File: config.mk
export PLATFORM = sky130hd
export DESIGN_NAME = data_bus_arbiter_flat
export DESIGN_NICKNAME = d
export VERILOG_FILES = /design/src/rtl/data_bus_arbiter_if.sv /design/src/rtl/data_bus_arbiter.sv /design/src/flat_wrapper.sv
export SDC_FILE = /design/constraint.sdc
export NUM_CORES = 1
export LEC_CHECK = 0
export CORE_UTILIZATION = 29
export CTS_CLUSTER_SIZE = 40
export DETAILED_ROUTE_END_ITERATION = 16
export PLACE_DENSITY_LB_ADDON = 0.1
export SETUP_SLACK_MARGIN = 0.15
export SYNTH_ARGS = -nofsm -noshare
export SYNTH_HDL_FRONTEND = slang
export SYNTH_SLANG_ARGS = --single-unit
File: constraint.sdc
create_clock -name Clock -period 4.3 [get_ports Clock]
set_clock_uncertainty 0.2 [all_clocks]
set_input_delay 0.43 -clock Clock [delete_from_list [all_inputs] [get_ports Clock]]
set_output_delay 0.43 -clock Clock [all_outputs]
set_load 0.03 [all_outputs]
File: src/rtl/data_bus_arbiter_if.sv
// Two-master data bus bundle: master request/response handshakes plus the shared device bus.
// slave modport faces the arbiter, master modport faces the requesters and bus devices.
interface data_bus_arbiter_if #(
    parameter int DATA_W = 16,
    parameter int ADDR_W = 16
);
    logic              M0Read;
    logic              M0Write;
    logic [ADDR_W-1:0] M0Addr;
    logic [DATA_W-1:0] M0WrData;
    logic [DATA_W-1:0] M0RdData;
    logic              M0Done;
    logic              M0Err;

    logic              M1Read;
    logic              M1Write;
    logic [ADDR_W-1:0] M1Addr;
    logic [DATA_W-1:0] M1WrData;
    logic [DATA_W-1:0] M1RdData;
    logic              M1Done;
    logic              M1Err;

    logic              ReadData;
    logic              WriteData;
    logic [ADDR_W-1:0] DataAddr;
    logic [DATA_W-1:0] BusIn;
    logic [DATA_W-1:0] BusOut;
    logic              DataDone;
    logic [1:0]        Grant;

    modport slave (
        input  M0Read, M0Write, M0Addr, M0WrData,
        output M0RdData, M0Done, M0Err,
        input  M1Read, M1Write, M1Addr, M1WrData,
        output M1RdData, M1Done, M1Err,
        output ReadData, WriteData, DataAddr, BusIn, Grant,
        input  BusOut, DataDone
    );

    modport master (
        output M0Read, M0Write, M0Addr, M0WrData,
        input  M0RdData, M0Done, M0Err,
        output M1Read, M1Write, M1Addr, M1WrData,
        input  M1RdData, M1Done, M1Err,
        input  ReadData, WriteData, DataAddr, BusIn, Grant,
        output BusOut, DataDone
    );
endinterface

File: src/rtl/data_bus_arbiter.sv
// Round-robin two-master bus arbiter with watchdog; strobe one cycle after request, Done same cycle as DataDone.
// Masters hold requests until Done; the loser waits, and every transaction is followed by one IDLE cycle.
module data_bus_arbiter #(
    parameter int DATA_W  = 16,
    parameter int ADDR_W  = 16,
    parameter int TIMEOUT = 255
) (
    input  logic                Clock,
    input  logic                Resetn,
    data_bus_arbiter_if.slave   bus
);
    typedef enum logic [1:0] {IDLE, GNT0, GNT1} state_t;

    localparam int WD_W = (TIMEOUT > 1) ? $clog2(TIMEOUT) : 1;

    state_t            state;
    logic              rr_m1;
    logic [WD_W-1:0]   wdog;
    logic [1:0]        grant;

    logic              req0, req1;
    logic              cur_rd, cur_wr, cur_req;
    logic [ADDR_W-1:0] cur_addr;
    logic [DATA_W-1:0] cur_wdat;
    logic              done_ok, wd_hit, finish;
    logic [DATA_W-1:0] rd_dat;

    assign req0 = bus.M0Read | bus.M0Write;
    assign req1 = bus.M1Read | bus.M1Write;

    always_comb begin
        cur_rd   = 1'b0;
        cur_wr   = 1'b0;
        cur_addr = '0;
        cur_wdat = '0;
        if (state == GNT0) begin
            cur_rd   = bus.M0Read;
            cur_wr   = bus.M0Write;
            cur_addr = bus.M0Addr;
            cur_wdat = bus.M0WrData;
        end else if (state == GNT1) begin
            cur_rd   = bus.M1Read;
            cur_wr   = bus.M1Write;
            cur_addr = bus.M1Addr;
            cur_wdat = bus.M1WrData;
        end
    end

    assign cur_req = cur_rd | cur_wr;
    assign done_ok = cur_req & bus.DataDone;
    // DataDone in the expiry cycle takes priority over the abort.
    assign wd_hit  = (TIMEOUT > 0) && cur_req && !bus.DataDone && (wdog == WD_W'(TIMEOUT - 1));
    assign finish  = done_ok | wd_hit;
    assign rd_dat  = done_ok ? bus.BusOut : '0;

    // A simultaneous read+write is carried as a write.
    assign bus.WriteData = cur_wr;
    assign bus.ReadData  = cur_rd & ~cur_wr;
    assign bus.DataAddr  = cur_addr;
    assign bus.BusIn     = cur_wdat;
    assign bus.Grant     = grant;

    assign bus.M0Done   = (state == GNT0) & finish;
    assign bus.M0Err    = (state == GNT0) & wd_hit;
    assign bus.M0RdData = (state == GNT0) ? rd_dat : '0;
    assign bus.M1Done   = (state == GNT1) & finish;
    assign bus.M1Err    = (state == GNT1) & wd_hit;
    assign bus.M1RdData = (state == GNT1) ? rd_dat : '0;

    always_ff @(posedge Clock or negedge Resetn) begin
        if (!Resetn) begin
            state <= IDLE;
            rr_m1 <= 1'b0;
            wdog  <= '0;
            grant <= 2'b00;
        end else begin
            case (state)
                IDLE: begin
                    if (req0 && (!req1 || !rr_m1)) begin
                        state <= GNT0;
                        grant <= 2'b01;
                        wdog  <= '0;
                    end else if (req1) begin
                        state <= GNT1;
                        grant <= 2'b10;
                        wdog  <= '0;
                    end
                end
                default: begin
                    if (!cur_req || finish) begin
                        state <= IDLE;
                        grant <= 2'b00;
                        // A dropped request leaves the preference where it was.
                        if (finish)
                            rr_m1 <= (state == GNT0);
                    end else if (TIMEOUT > 0) begin
                        wdog <= wdog + 1'b1;
                    end
                end
            endcase
        end
    end
endmodule
File: src/flat_wrapper.sv
// flat-port wrapper written by rule: the top's interface ports become plain ports
module data_bus_arbiter_flat 
#(
    parameter int DATA_W  = 16,
    parameter int ADDR_W  = 16,
    parameter int TIMEOUT = 255
)
  (Clock, Resetn, bus_M0Read, bus_M0Write, bus_M0Addr, bus_M0WrData, bus_M0RdData, bus_M0Done, bus_M0Err, bus_M1Read, bus_M1Write, bus_M1Addr, bus_M1WrData, bus_M1RdData, bus_M1Done, bus_M1Err, bus_ReadData, bus_WriteData, bus_DataAddr, bus_BusIn, bus_Grant, bus_BusOut, bus_DataDone);
  data_bus_arbiter_if #(.DATA_W(DATA_W), .ADDR_W(ADDR_W)) bus_i ();
  input  logic Clock;
  input  logic Resetn;
  input wire logic [$bits(bus_i.M0Read)-1:0] bus_M0Read;
  input wire logic [$bits(bus_i.M0Write)-1:0] bus_M0Write;
  input wire logic [$bits(bus_i.M0Addr)-1:0] bus_M0Addr;
  input wire logic [$bits(bus_i.M0WrData)-1:0] bus_M0WrData;
  output wire logic [$bits(bus_i.M0RdData)-1:0] bus_M0RdData;
  output wire logic [$bits(bus_i.M0Done)-1:0] bus_M0Done;
  output wire logic [$bits(bus_i.M0Err)-1:0] bus_M0Err;
  input wire logic [$bits(bus_i.M1Read)-1:0] bus_M1Read;
  input wire logic [$bits(bus_i.M1Write)-1:0] bus_M1Write;
  input wire logic [$bits(bus_i.M1Addr)-1:0] bus_M1Addr;
  input wire logic [$bits(bus_i.M1WrData)-1:0] bus_M1WrData;
  output wire logic [$bits(bus_i.M1RdData)-1:0] bus_M1RdData;
  output wire logic [$bits(bus_i.M1Done)-1:0] bus_M1Done;
  output wire logic [$bits(bus_i.M1Err)-1:0] bus_M1Err;
  output wire logic [$bits(bus_i.ReadData)-1:0] bus_ReadData;
  output wire logic [$bits(bus_i.WriteData)-1:0] bus_WriteData;
  output wire logic [$bits(bus_i.DataAddr)-1:0] bus_DataAddr;
  output wire logic [$bits(bus_i.BusIn)-1:0] bus_BusIn;
  output wire logic [$bits(bus_i.Grant)-1:0] bus_Grant;
  input wire logic [$bits(bus_i.BusOut)-1:0] bus_BusOut;
  input wire logic [$bits(bus_i.DataDone)-1:0] bus_DataDone;
  assign bus_i.M0Read = bus_M0Read;
  assign bus_i.M0Write = bus_M0Write;
  assign bus_i.M0Addr = bus_M0Addr;
  assign bus_i.M0WrData = bus_M0WrData;
  assign bus_M0RdData = bus_i.M0RdData;
  assign bus_M0Done = bus_i.M0Done;
  assign bus_M0Err = bus_i.M0Err;
  assign bus_i.M1Read = bus_M1Read;
  assign bus_i.M1Write = bus_M1Write;
  assign bus_i.M1Addr = bus_M1Addr;
  assign bus_i.M1WrData = bus_M1WrData;
  assign bus_M1RdData = bus_i.M1RdData;
  assign bus_M1Done = bus_i.M1Done;
  assign bus_M1Err = bus_i.M1Err;
  assign bus_ReadData = bus_i.ReadData;
  assign bus_WriteData = bus_i.WriteData;
  assign bus_DataAddr = bus_i.DataAddr;
  assign bus_BusIn = bus_i.BusIn;
  assign bus_Grant = bus_i.Grant;
  assign bus_i.BusOut = bus_BusOut;
  assign bus_i.DataDone = bus_DataDone;
  data_bus_arbiter #(.DATA_W(DATA_W), .ADDR_W(ADDR_W), .TIMEOUT(TIMEOUT)) u_core (.Clock(Clock), .Resetn(Resetn), .bus(bus_i));
endmodule
==> impl_metrics.py <==
metrics = {
    "drt": {
        "num_vias": 1850,
        "drc_errors": 0,
        "first_pass_iters": 4,
        "antenna_left": 0,
        "wl_per_cell_um": 14.5,
        "drt-initial-drc-count": 48,
        "drt-vias-per-instance": 5.11,
        "routed_wl_mm": 5.23,
    },
    "timing": {
        "slew_viol_final": 0,
        "fin_tns_setup_ns": 0,
        "rsz0062_at_grt": "no",
        "fmax_ghz": 0.293,
        "setup_violations": 0,
        "worst_pin_slew_ns": 0.718,
        "slew_headroom": 0.519,
        "period_share": 0.794,
        "fin_crit_ns": 3.41,
        "timing_hold_violations_final": 0,
    },
    "layout": {
        "layout_commonest_cell": "clkdlybuf4s50_1",
        "final_cell_mix": "158 x clkdlybuf4s50_1, 34 x a22o_1, 32 x and2_1",
        "diodes": 0,
        "finalNetCount": 400,
        "drive_gt1_frac": 0.0419,
        "syn2layout_area_growth_pct": 125,
        "instances_no_fill": 362,
    },
    "global_routing": {
        "grt_pass1_vias": 1688,
        "grt_usage": 0.208,
        "antenna_found_initial": 0,
        "grt_start_max_net_pins": 38,
        "grt-ovfl-total": 0,
        "grt_pass1_wl_mm": 8.18,
    },
    "logic_synthesis": {
        "synth.area.mux_share": 0.0153,
        "synth-compound-area-share": 0.376,
        "netlist_instances": 158,
        "ys_seq_area_frac": 0.210,
        "syn_nets": 247,
        "netlist_area_um2": 1310,
        "yosys.area_share.simple": 0.315,
        "synth.distinct_cells": 39,
        "yosys.area_share.xor_xnor": 0,
        "synth_fa_ha_area_frac": 0.0191,
        "yosysWarnings": 0,
        "ys.flop_type": "dfrtp_1",
        "synth_top_family_by_area": "compound AO/OA/AOI/OAI gates",
        "synth_edf_count": 0,
        "avgSynthCellArea_um2": 8.31,
        "synth_seq_cells": 11,
        "synthArstFlopShare": 1.00,
    },
    "floorplanning": {
        "initial_core_util": 0.301,
        "core_um2": 4350,
        "die_w_um": 69.3,
        "dieArea_um2": 4800,
        "num_rows": 24,
        "io_pins": 159,
        "die_y_um": 69.3,
    },
    "cts": {
        "cts_buffer_depth": 2,
        "cts_tree": "built",
        "postCtsSetupRepairBufs": 0,
        "ctsResizeCount": 0,
        "cts_made_buffers": 3,
        "clk_pin_slew_ns": 0.05,
        "cts_root_buffer": "clkbuf_8",
        "cts_max_level": 1,
        "insertion_delay_ns": 0.24,
        "clock_sinks": 11,
        "ctsHoldBuffers": 0,
    },
    "placement": {
        "hpwl_mm": 4.27,
        "port_buffers": 158,
        "place_congestion": 0.849,
        "placedCellCount": 358,
    },
    "setup_path": {
        "cp-start-kind": "input pin",
        "crit_type": "input pin to output pin",
        "arrival_ns": 2.78,
        "crit_required_ns": 3.67,
        "worstPathMaxFanout": 16,
        "crit_path_end_kind": "output pin",
    },
    "run_status": {
        "status": "complete, no violations",
    },
    "power": {
        "ir_drop_uv": 281,
        "leakage_nw": 1.17,
        "power_density_nw_per_um2": 529,
    },
    "min_path": {
        "min-delay-path-class": "input pin to async pin",
    },
    "flow_run": {
        "cap_violations": 0,
    },
}
[per-layer routing]
layer,up-vias,wire length [um],track usage
met4,0,44,0.0499
met5,-,0,0
met3,5,535,0.0683
met1,828,2040,0.235
li1,907,-,-
met2,110,2610,0.375
[power breakdown]
group          total [mW]  internal [mW]  switching (mW)
Clock               0.106         0.0653          0.0412
Combinational        1.29          0.559           0.733
Sequential          0.163          0.131          0.0328
Total                1.56          0.755           0.807
[logic make-up after synthesis]
group / Yosys count
compound gates: 55
buf+inv: 17
flops: 11
fa+ha+maj: 2
simple gates: 71
mux: 2
[through the flow]
stage	hold slack [ns]	instance area, um2	worst slack [ns]	util	power, mW
6_report	0.318	2950	0.886	0.678	1.56
5_1_grt	0.370	2950	0.707	0.678	1.65
4_1_cts	0.342	2950	0.879	0.678	1.57
3_5_place_dp	0.336	2910	0.877	0.668	1.46
3_3_place_gp	0.323	2910	0.965	0.668	1.46
2_1_floorplan	-0.0656	1310	1.96	-	0.953
[flip-flops by register name, summed over array words and instances (netlist names)]
| name | cells |
|---|---|
| u_core.rr_m1 | 1 |
| u_core.state | 2 |
| u_core.wdog | 8 |
[synthesized netlist by cell type, drive strengths merged, types with 2 or more instances]
| cell type | n | area [um2] |
|---|---|---|
| and3b | 2 | 17.5 |
| o211ai | 5 | 37.5 |
| buf | 4 | 35.0 |
| nor3 | 3 | 15.0 |
| o21ai | 4 | 23.8 |
| ha | 2 | 25.0 |
| nor2 | 8 | 32.5 |
| a22oi | 2 | 28.8 |
| nand3 | 3 | 15.0 |
| a41oi | 2 | 36.3 |
| clkbuf | 8 | 32.5 |
| mux2i | 2 | 20.0 |
| and3 | 2 | 12.5 |
| nand2 | 11 | 46.3 |
| dfrtp | 11 | 275 |
| a311o | 2 | 20.0 |
| or2 | 2 | 12.5 |
| and2 | 32 | 200 |
| a22o | 34 | 298 |
| nor4 | 2 | 12.5 |
| inv | 5 | 18.8 |
| a31oi | 2 | 12.5 |
| and2b | 2 | 15.0 |
[critical path, cell delays in order]
cell	delay [ns]
clkdlybuf4s50_1	0.48
or2_1	0.32
nand2_2	0.11
nor2_1	0.56
and2_1	0.22
clkdlybuf4s50_1	0.66
[final cells by class]
cell class,instances,area [um2]
repair buffers,160,1600
fillers,377,1400
multi-input cells,130,951
flip-flops and latches,11,275
well taps,52,65.1
clock buffers,4,45.0
inverters,5,18.8
[final timing paths]
check / startpoint / end / slack [ns] / cells past startpoint
max: bus_M1Read / bus_M1RdData[5] / 0.89 / 6
min in group Clock: u_core.rr_m1 / u_core.state[0] / 0.35 / 1
max in group asynchronous: Resetn / u_core.state[0] / 3.24 / 1
min: Resetn / u_core.wdog[6] / 0.32 / 1
max reg2reg: u_core.state[0] / u_core.wdog[7] / 2.21 / 5
min reg2reg: u_core.rr_m1 / u_core.state[0] / 0.35 / 1
(Power assumes the default switching activity.)
